--- src/rtl/nlm_pe_acc_ctrl.sv ---
`default_nettype none
// ============================================================================
// nlm_pe_acc_ctrl : time-multiplexed sequencer for one NLM weighted-accumulate
//                   PE, producing one weight/pixel sum pair per window.
// Revision        : 1.0
// ============================================================================
module nlm_pe_acc_ctrl #(
  parameter  int DATA_WIDTH       = 12,
  parameter  int SRH_LENGTH       = 13,
  parameter  int WEIGHT_WIDTH     = 8,
  localparam int WIN_SIZE         = ((SRH_LENGTH + 1) / 2) * ((SRH_LENGTH + 1) / 2),
  localparam int WEIGHT_SUM_WIDTH = WEIGHT_WIDTH + $clog2(WIN_SIZE),
  localparam int PIX_SUM_WIDTH    = WEIGHT_SUM_WIDTH + DATA_WIDTH,
  localparam int CNT_WIDTH        = $clog2(WIN_SIZE)
) (
  input  logic                        clk,
  input  logic                        rst_n,
  input  logic                        abort_i,
  input  logic                        in_valid_i,
  output logic                        in_ready_o,
  input  logic [WEIGHT_WIDTH-1:0]     in_weight_i,
  input  logic [DATA_WIDTH-1:0]       in_pix_i,
  output logic [WEIGHT_WIDTH-1:0]     pe_weight_o,
  output logic [DATA_WIDTH-1:0]       pe_srh_bit_o,
  output logic [WEIGHT_SUM_WIDTH-1:0] pe_weight_sum_o,
  output logic [PIX_SUM_WIDTH-1:0]    pe_pix_sum_o,
  input  logic [WEIGHT_SUM_WIDTH-1:0] pe_weight_sum_i,
  input  logic [PIX_SUM_WIDTH-1:0]    pe_pix_sum_i,
  output logic                        out_valid_o,
  input  logic                        out_ready_i,
  output logic [WEIGHT_SUM_WIDTH-1:0] out_weight_sum_o,
  output logic [PIX_SUM_WIDTH-1:0]    out_pix_sum_o,
  output logic [CNT_WIDTH-1:0]        win_cnt_o
);

  localparam logic [CNT_WIDTH-1:0] C_LAST_CNT = CNT_WIDTH'(WIN_SIZE - 1);

  typedef enum logic [0:0] {
    ST_ACC   = 1'b0,
    ST_DRAIN = 1'b1
  } state_e;

  state_e                      state_q, state_d;
  logic [CNT_WIDTH-1:0]        cnt_q, cnt_d;
  logic                        first_q, first_d;
  logic                        out_valid_q, out_valid_d;
  logic [WEIGHT_SUM_WIDTH-1:0] out_wsum_q, out_wsum_d;
  logic [PIX_SUM_WIDTH-1:0]    out_psum_q, out_psum_d;

  logic last_stall;
  logic accept;
  logic zero_fb;

  always_comb begin
    // The last sample may only enter when the result register will be free at DRAIN.
    last_stall   = (cnt_q == C_LAST_CNT) && out_valid_q && !out_ready_i;
    in_ready_o   = (state_q == ST_ACC) && !abort_i && !last_stall;
    accept       = in_valid_i && in_ready_o;

    // The PE accumulates every clock, so an idle cycle must feed a zero product.
    pe_weight_o  = accept ? in_weight_i : '0;
    pe_srh_bit_o = accept ? in_pix_i    : '0;

    zero_fb         = first_q && (state_q == ST_ACC);
    pe_weight_sum_o = zero_fb ? '0 : pe_weight_sum_i;
    pe_pix_sum_o    = zero_fb ? '0 : pe_pix_sum_i;

    state_d     = state_q;
    cnt_d       = cnt_q;
    first_d     = first_q;
    out_valid_d = out_valid_q;
    out_wsum_d  = out_wsum_q;
    out_psum_d  = out_psum_q;

    if (out_valid_q && out_ready_i) begin
      out_valid_d = 1'b0;
    end

    case (state_q)
      ST_ACC: begin
        if (abort_i) begin
          cnt_d   = '0;
          first_d = 1'b1;
        end else if (accept) begin
          if (cnt_q == C_LAST_CNT) begin
            cnt_d   = '0;
            first_d = 1'b1;
            state_d = ST_DRAIN;
          end else begin
            cnt_d   = cnt_q + CNT_WIDTH'(1);
            first_d = 1'b0;
          end
        end
      end
      ST_DRAIN: begin
        out_wsum_d  = pe_weight_sum_i;
        out_psum_d  = pe_pix_sum_i;
        out_valid_d = 1'b1;
        state_d     = ST_ACC;
      end
      default: begin
        state_d = ST_ACC;
      end
    endcase
  end

  always_ff @(posedge clk or negedge rst_n) begin
    if (!rst_n) begin
      state_q     <= ST_ACC;
      cnt_q       <= '0;
      first_q     <= 1'b1;
      out_valid_q <= 1'b0;
      out_wsum_q  <= '0;
      out_psum_q  <= '0;
    end else begin
      state_q     <= state_d;
      cnt_q       <= cnt_d;
      first_q     <= first_d;
      out_valid_q <= out_valid_d;
      out_wsum_q  <= out_wsum_d;
      out_psum_q  <= out_psum_d;
    end
  end

  assign out_valid_o      = out_valid_q;
  assign out_weight_sum_o = out_wsum_q;
  assign out_pix_sum_o    = out_psum_q;
  assign win_cnt_o        = cnt_q;

endmodule
`default_nettype wire

--- config.mk ---
export PLATFORM = sky130hd
export DESIGN_NAME = nlm_pe_acc_ctrl
export DESIGN_NICKNAME = d
export VERILOG_FILES = /design/src/rtl/nlm_pe_acc_ctrl.sv
export SDC_FILE = /design/constraint.sdc
export NUM_CORES = 1
export LEC_CHECK = 0
export ABC_AREA = 1
export ABC_CLOCK_PERIOD_IN_PS = 1500
export CORE_MARGIN = 10
export CORE_UTILIZATION = 28
export CTS_CLUSTER_DIAMETER = 150
export CTS_CLUSTER_SIZE = 30
export DETAILED_ROUTE_END_ITERATION = 6
export PLACE_DENSITY = 0.67
export SKIP_LAST_GASP = 1
export SLEW_MARGIN = 20
export SYNTH_ARGS = -nofsm -noshare
export SYNTH_HDL_FRONTEND = slang
export SYNTH_SLANG_ARGS = --single-unit
--- constraint.sdc ---
create_clock -name clk -period 1.5 [get_ports clk]
set_input_delay 0.15 -clock clk [delete_from_list [all_inputs] [get_ports clk]]
set_output_delay 0.15 -clock clk [all_outputs]
set_load 0.02 [all_outputs]
==> flow_metrics.env, run 1 <==
export IMPL_drive_gt1_share_pct=37.1
export IMPL_crit_type="reg -> out"
export IMPL_initial_core_util_pct=29.0
export IMPL_antenna_found_initial=0
export IMPL_finalCriticalPeriod_ps=1820
export IMPL_timing_slew_headroom_pct=57.4
export IMPL_numCtsBuffers=5
export IMPL_syn2layout_area_growth_pct=122
export IMPL_cp_max_fo=5
export IMPL_arrival_ps=1670
export IMPL_diodes=0
export IMPL_grt_usage_pct=13.8
export IMPL_yosysSeqAreaShare_pct=51.0
export IMPL_crit_chain="inv_2, ha_4, nand3_4, nor2_4, nand2_2, nand3_4, clkbuf_16, nor2_4, buf_6"
export IMPL_gp_congestion=0.819
export IMPL_remaining_drc_errors=0
export IMPL_rows=33
export IMPL_p_leak_nw=2.78
export IMPL_drtAntennaViolNets=0
export IMPL_die_area_mm2=0.0127
export IMPL_h_tree_depth=2
export IMPL_synth_fp_nets=391
export IMPL_syn_cell_area_mm2=0.00241
export IMPL_endpoint_kind="primary output"
export IMPL_die_h_um=113
export IMPL_clock_sinks=49
export IMPL_path_buf_inv=3
export IMPL_cp_top_family="flip-flops"
export IMPL_hold_path_class="in -> async"
export IMPL_drtPass1Iterations=4
export IMPL_wirelength_um=10100
export IMPL_root_buffer="clkbuf_8"
export IMPL_dp_hpwl_um=7260
export IMPL_synth_cells=324
export IMPL_layout_commonest_cell="clkdlybuf4s50_1"
export IMPL_final_setup_viol_count=69
export IMPL_r2r_cells=12
export IMPL_drtIter0Drc=91
export IMPL_crit_required_ps=1350
export IMPL_critPathMaxStageDelay_ps=420
export IMPL_synth_warnings=0
export IMPL_grt_pass1_vias=2893
export IMPL_max_cap_viol_count=0
export IMPL_grt_max_degree=51
export IMPL_cts_max_path_buffers=2
export IMPL_yosysUniqueCellTypes=20
export IMPL_synth_ff_latch_count=49
export IMPL_mostFrequentLayoutCells="103 x clkdlybuf4s50_1, 67 x inv_1, 63 x buf_4"
export IMPL_clock_latency_ps=290
export IMPL_cts_tree="yes"
export IMPL_gr_total_overflow=0
export IMPL_syn_area_per_cell_um2=7.43
export IMPL_grt_first_pass_wirelength_um=14600
export IMPL_violations="setup timing"
export IMPL_hold_viol_final=0
export IMPL_place_port_buffers=172
export IMPL_ir_worst_vdd_mv=0.365
export IMPL_setup_ws_ps=-319
export IMPL_finClkSkew_ps=5.52
export IMPL_worst_path_max_delay_cell="dfrtp_2"
export IMPL_crit_cells=9
export IMPL_start_kind="flop"
export IMPL_fmax_mhz=550
export IMPL_fin_crit_sh_pct=121
export IMPL_finalPower_mw=3.31
export IMPL_slew_violations=0
export IMPL_wl_per_cell_um=14.9
export IMPL_status="finished, violations left"
export IMPL_stdcell_area_mm2=0.00534
export IMPL_clk_pin_slew_ps=90
export IMPL_power_density_mw_per_mm2=619
export IMPL_rsz0062_at_grt="true"
export IMPL_die_w_um=113
export IMPL_nets=637
export IMPL_via_per_inst=4.26
export IMPL_tightest_slew_ps=639
export IMPL_vias=2883
export IMPL_dpl_instance_area_mm2=0.00467
export IMPL_ioPinCount=173
export IMPL_design_core_area_mm2=0.00830
cell type report:
type | instances | area, um^2
flip-flops and latches | 49 | 1230
well taps | 105 | 131
inverters | 71 | 267
multi-input cells | 189 | 1100
repair buffers | 254 | 2530
clock buffers | 8 | 80.1
fillers | 663 | 2960
power by group:
part / total [mW] / internal [mW] / switching (mW) / leakage [nW]
combinational: 1.21 / 0.663 / 0.547 / 2.28
sequential: 1.34 / 1.33 / 0.00725 / 0.467
clock: 0.755 / 0.333 / 0.422 / 0.0395
cell usage after synthesis, drive strengths merged:
master / count / area share (%)
dfstp: 1 / 1.1
nand3: 10 / 2.3
dfrtp: 48 / 50
nor2: 66 / 11
clkbuf: 8 / 1.2
nand2: 63 / 10
nand4: 1 / 0.26
a21boi: 1 / 0.31
nor3: 1 / 0.21
o21ai: 41 / 8.5
nor3b: 1 / 0.31
ha: 2 / 1.0
inv: 71 / 11
buf: 7 / 1.6
xnor2: 3 / 1.1
flip-flops by register name, indices dropped and copies added, names as in the netlist:
name / cells
state_q: 1
win_cnt_o: 6
first_q: 1
out_pix_sum_o: 26
out_valid_o: 1
out_weight_sum_o: 14
kinds of logic (layout without fill, tap and decap cells):
group                      after synthesis  in the layout  share of synthesized area (%)
DFF                                     49             49                           51.0
AOI/OAI and AO/OA                       42             42                           8.84
adders and majority gates                2              2                           1.04
buffers and inverters                   86            333                           13.9
and+or+nand+nor                        142            142                           24.1
xor gates and xnor gates                 3              3                           1.09
stage by stage:
| step | hold WS [ps] | std cells | setup WS [ps] | utilization (%) | TNS (ps) |
|---|---|---|---|---|---|
| detailed placement | 224 | 632 | -433 | 56.2 | -13770 |
| floorplan | -146 | 324 | -54.6 | - | -1120 |
| global route | 405 | 676 | -403 | 64.4 | -21770 |
| CTS | 403 | 656 | -304 | 58.9 | -14400 |
| finish | 407 | 676 | -319 | 64.4 | -15300 |
| global placement | 209 | 632 | -369 | 56.2 | -12800 |
worst reg2reg max path: cells and delay by family (launching register included):
kind | cells | cell delay [ps]
adders and majority gates | 1 | 140
buffers and inverters | 3 | 340
DFF | 1 | 420
and+or+nand+nor | 8 | 660
worst paths after layout:
path                                          start                               to  slack (ps)
max reg2reg                win_cnt_o[1]$_DFFE_PN0P_         win_cnt_o[2]$_DFFE_PN0P_        -130
min reg2reg                     first_q$_DFFE_PN1P_              first_q$_DFFE_PN1P_         470
min in group clk                   pe_pix_sum_i[17]    out_pix_sum_o[17]$_DFFE_PN0P_         420
max in group asynchronous                     rst_n  out_weight_sum_o[2]$_DFFE_PN0P_         520
min                                           rst_n         win_cnt_o[5]$_DFFE_PN0P_         410
max                        win_cnt_o[1]$_DFFE_PN0P_                  pe_srh_bit_o[6]        -320
per-layer routing:
| layer | GRT usage (%) | up-vias | wire length (um) |
|---|---|---|---|
| met2 | 24.0 | 109 | 5130 |
| met4 | 2.62 | 0 | 79 |
| met1 | 15.2 | 1323 | 3880 |
| met5 | 0 | - | 0 |
| li1 | - | 1444 | - |
| met3 | 6.39 | 7 | 976 |
timing repair:
action	in CTS	in global routing
gates resized for setup	243	169
endpoints found under the hold margin	24	0
pin swaps	1	3
endpoints found under the setup margin	75	69
gates cloned	3	3
buffers inserted	13	19
hold buffers	1	0
Power figures use the tool's default switching activity.
==> run 2: changes to the inputs <==
CORE_UTILIZATION = 35   (was 28)
PLACE_DENSITY = 0.81   (was 0.67)
==> flow_metrics.env, run 2 (synthesis results as in run 1) <==
export IMPL_vias=2711
export IMPL_final_util_pct=70.9
export IMPL_root_buffer="clkbuf_8"
export IMPL_rsz0062_at_grt="true"
export IMPL_wirelength_um=9080
export IMPL_numCtsBuffers=5
export IMPL_crit_type="reg -> out"
export IMPL_power_density_mw_per_mm2=637
export IMPL_fmax_mhz=566
export IMPL_wl_per_cell_um=14.6
export IMPL_largest_reg_flops=26
export IMPL_grt_met2_usage_pct=31.8
export IMPL_max_cap_viol_count=0
export IMPL_grt_pass1_vias=2898
export IMPL_clock_latency_ps=290
export IMPL_met3_usage_pct=7.84
export IMPL_arrival_ps=1620
export IMPL_final_setup_viol_count=66
export IMPL_reg2reg_to="win_cnt_o[2]$_DFFE_PN0P_"
export IMPL_diodes=0
export IMPL_rows=30
export IMPL_cts_tree="yes"
export IMPL_multiInputGateArea_um2=986
export IMPL_p_leak_nw=2.59
export IMPL_design_core_area_mm2=0.00676
export IMPL_h_tree_depth=2
export IMPL_grt_first_pass_wirelength_um=14000
export IMPL_grt_max_degree=50
export IMPL_violations="setup timing"
export IMPL_clock_sinks=49
export IMPL_endpoint_kind="primary output"
export IMPL_syn2layout_area_growth_pct=99.0
export IMPL_place_port_buffers=172
export IMPL_remaining_drc_errors=0
export IMPL_grt_usage_pct=16.5
export IMPL_fill_cells=571
export IMPL_status="finished, violations left"
export IMPL_top_usage_layer="met2"
export IMPL_fin_crit_sh_pct=118
export IMPL_slew_violations=0
export IMPL_mostFrequentLayoutCells="103 x clkdlybuf4s50_1, 67 x inv_1, 60 x nand2_1, 60 x buf_4, 46 x dfrtp_1"
export IMPL_hold_viol_final=0
export IMPL_ff2ff_setup_slack_ps=-80
export IMPL_drtAntennaViolNets=0
export IMPL_finClkSkew_ps=4.93
export IMPL_layout_commonest_cell="clkdlybuf4s50_1"
export IMPL_drtPass1Iterations=4
export IMPL_die_h_um=103
export IMPL_cts_max_path_buffers=2
export IMPL_dp_hpwl_um=7130
export IMPL_timing_slew_headroom_pct=63.1
export IMPL_start_kind="flop"
export IMPL_tightest_slew_ps=553
export IMPL_via_per_inst=4.37
export IMPL_gr_total_overflow=0
export IMPL_drtIter0Drc=68
export IMPL_initial_core_util_pct=35.6
export IMPL_drive_gt1_share_pct=24.8
export IMPL_clk_pin_slew_ps=90
export IMPL_crit_required_ps=1350
export IMPL_grtUsageMet1_pct=15.4
export IMPL_antenna_found_initial=0
export IMPL_finalCriticalPeriod_ps=1770
export IMPL_die_area_mm2=0.0106
export IMPL_gp_congestion=0.778
export IMPL_seqCellArea_mm2=0.00123
export IMPL_ioPinCount=173
export IMPL_dpl_instance_area_mm2=0.00458
export IMPL_nets=607
export IMPL_stdcell_area_mm2=0.00479
export IMPL_r2r_start="win_cnt_o[0]$_DFFE_PN0P_"
export IMPL_ir_worst_vdd_mv=0.371
export IMPL_hold_path_class="in -> async"
export IMPL_setup_ws_ps=-267
export IMPL_r2r_cells=12
export IMPL_die_w_um=103
export IMPL_cp_max_fo=11
[run 2: how the worst max path moves through the flow]
stage / startpoint / to / cells past startpoint
2_1_floorplan: win_cnt_o[0]$_DFFE_PN0P_ / pe_srh_bit_o[0] / 8
3_3_place_gp: abort_i / pe_weight_o[6] / 6
3_5_place_dp: abort_i / pe_srh_bit_o[8] / 6
4_1_cts: first_q$_DFFE_PN1P_ / pe_weight_sum_o[12] / 5
5_1_grt: win_cnt_o[0]$_DFFE_PN0P_ / pe_srh_bit_o[8] / 9
6_report: win_cnt_o[0]$_DFFE_PN0P_ / pe_srh_bit_o[9] / 9
[run 2: routing by layer]
metal  wire (um)  vias to the layer above
met5           0                        -
li1            -                     1377
met3         999                        6
met2        4820                      118
met1        3170                     1210
met4          85                        0
[run 2: through the flow]
step / TNS, ps / hold slack [ps] / instances / total power, mW / setup WS [ps]
floorplan: -1120 / -146 / 324 / 1.70 / -54.6
global placement: -13780 / 172 / 604 / 2.25 / -393
detailed placement: -14290 / 176 / 604 / 2.26 / -431
CTS: -14040 / 406 / 623 / 3.05 / -265
global route: -20120 / 426 / 621 / 3.20 / -388
finish: -13320 / 399 / 621 / 3.05 / -267
[run 2: area by class of cell]
cell class,count,share of cell area (%)
sequential,49,25.7
clock inverter,1,0.157
clock buffer,7,1.80
multi-input combinational,189,20.6
tap,80,2.09
timing repair buffer,224,44.1
inverter,71,5.56
[run 2: report_power, final]
| group | switching, mW | internal [mW] | leakage [nW] |
|---|---|---|---|
| clock network | 0.425 | 0.375 | 0.0445 |
| registers | 0.00760 | 1.33 | 0.467 |
| logic | 0.450 | 0.460 | 2.07 |
| total | 0.883 | 2.17 | 2.59 |
[run 2: repair_timing]
| item | 4_1_cts | 5_1_grt |
|---|---|---|
| resized for setup | 206 | 26 |
| pin swaps | 1 | 1 |
| hold buffers | 1 | 0 |
| buffers inserted | 8 | 4 |
| gates cloned | 2 | 0 |
| endpoints found under the hold margin | 22 | 0 |
| endpoints found under the setup margin | 74 | 70 |
[run 2: critical path, stage by stage (launching register included)]
cell	delay [ps]
dfrtp_2	410
inv_2	70
ha_4	140
nand3_4	80
nor2_4	90
nand2_2	80
nand3_4	120
buf_12	160
nor2_2	40
buf_4	150
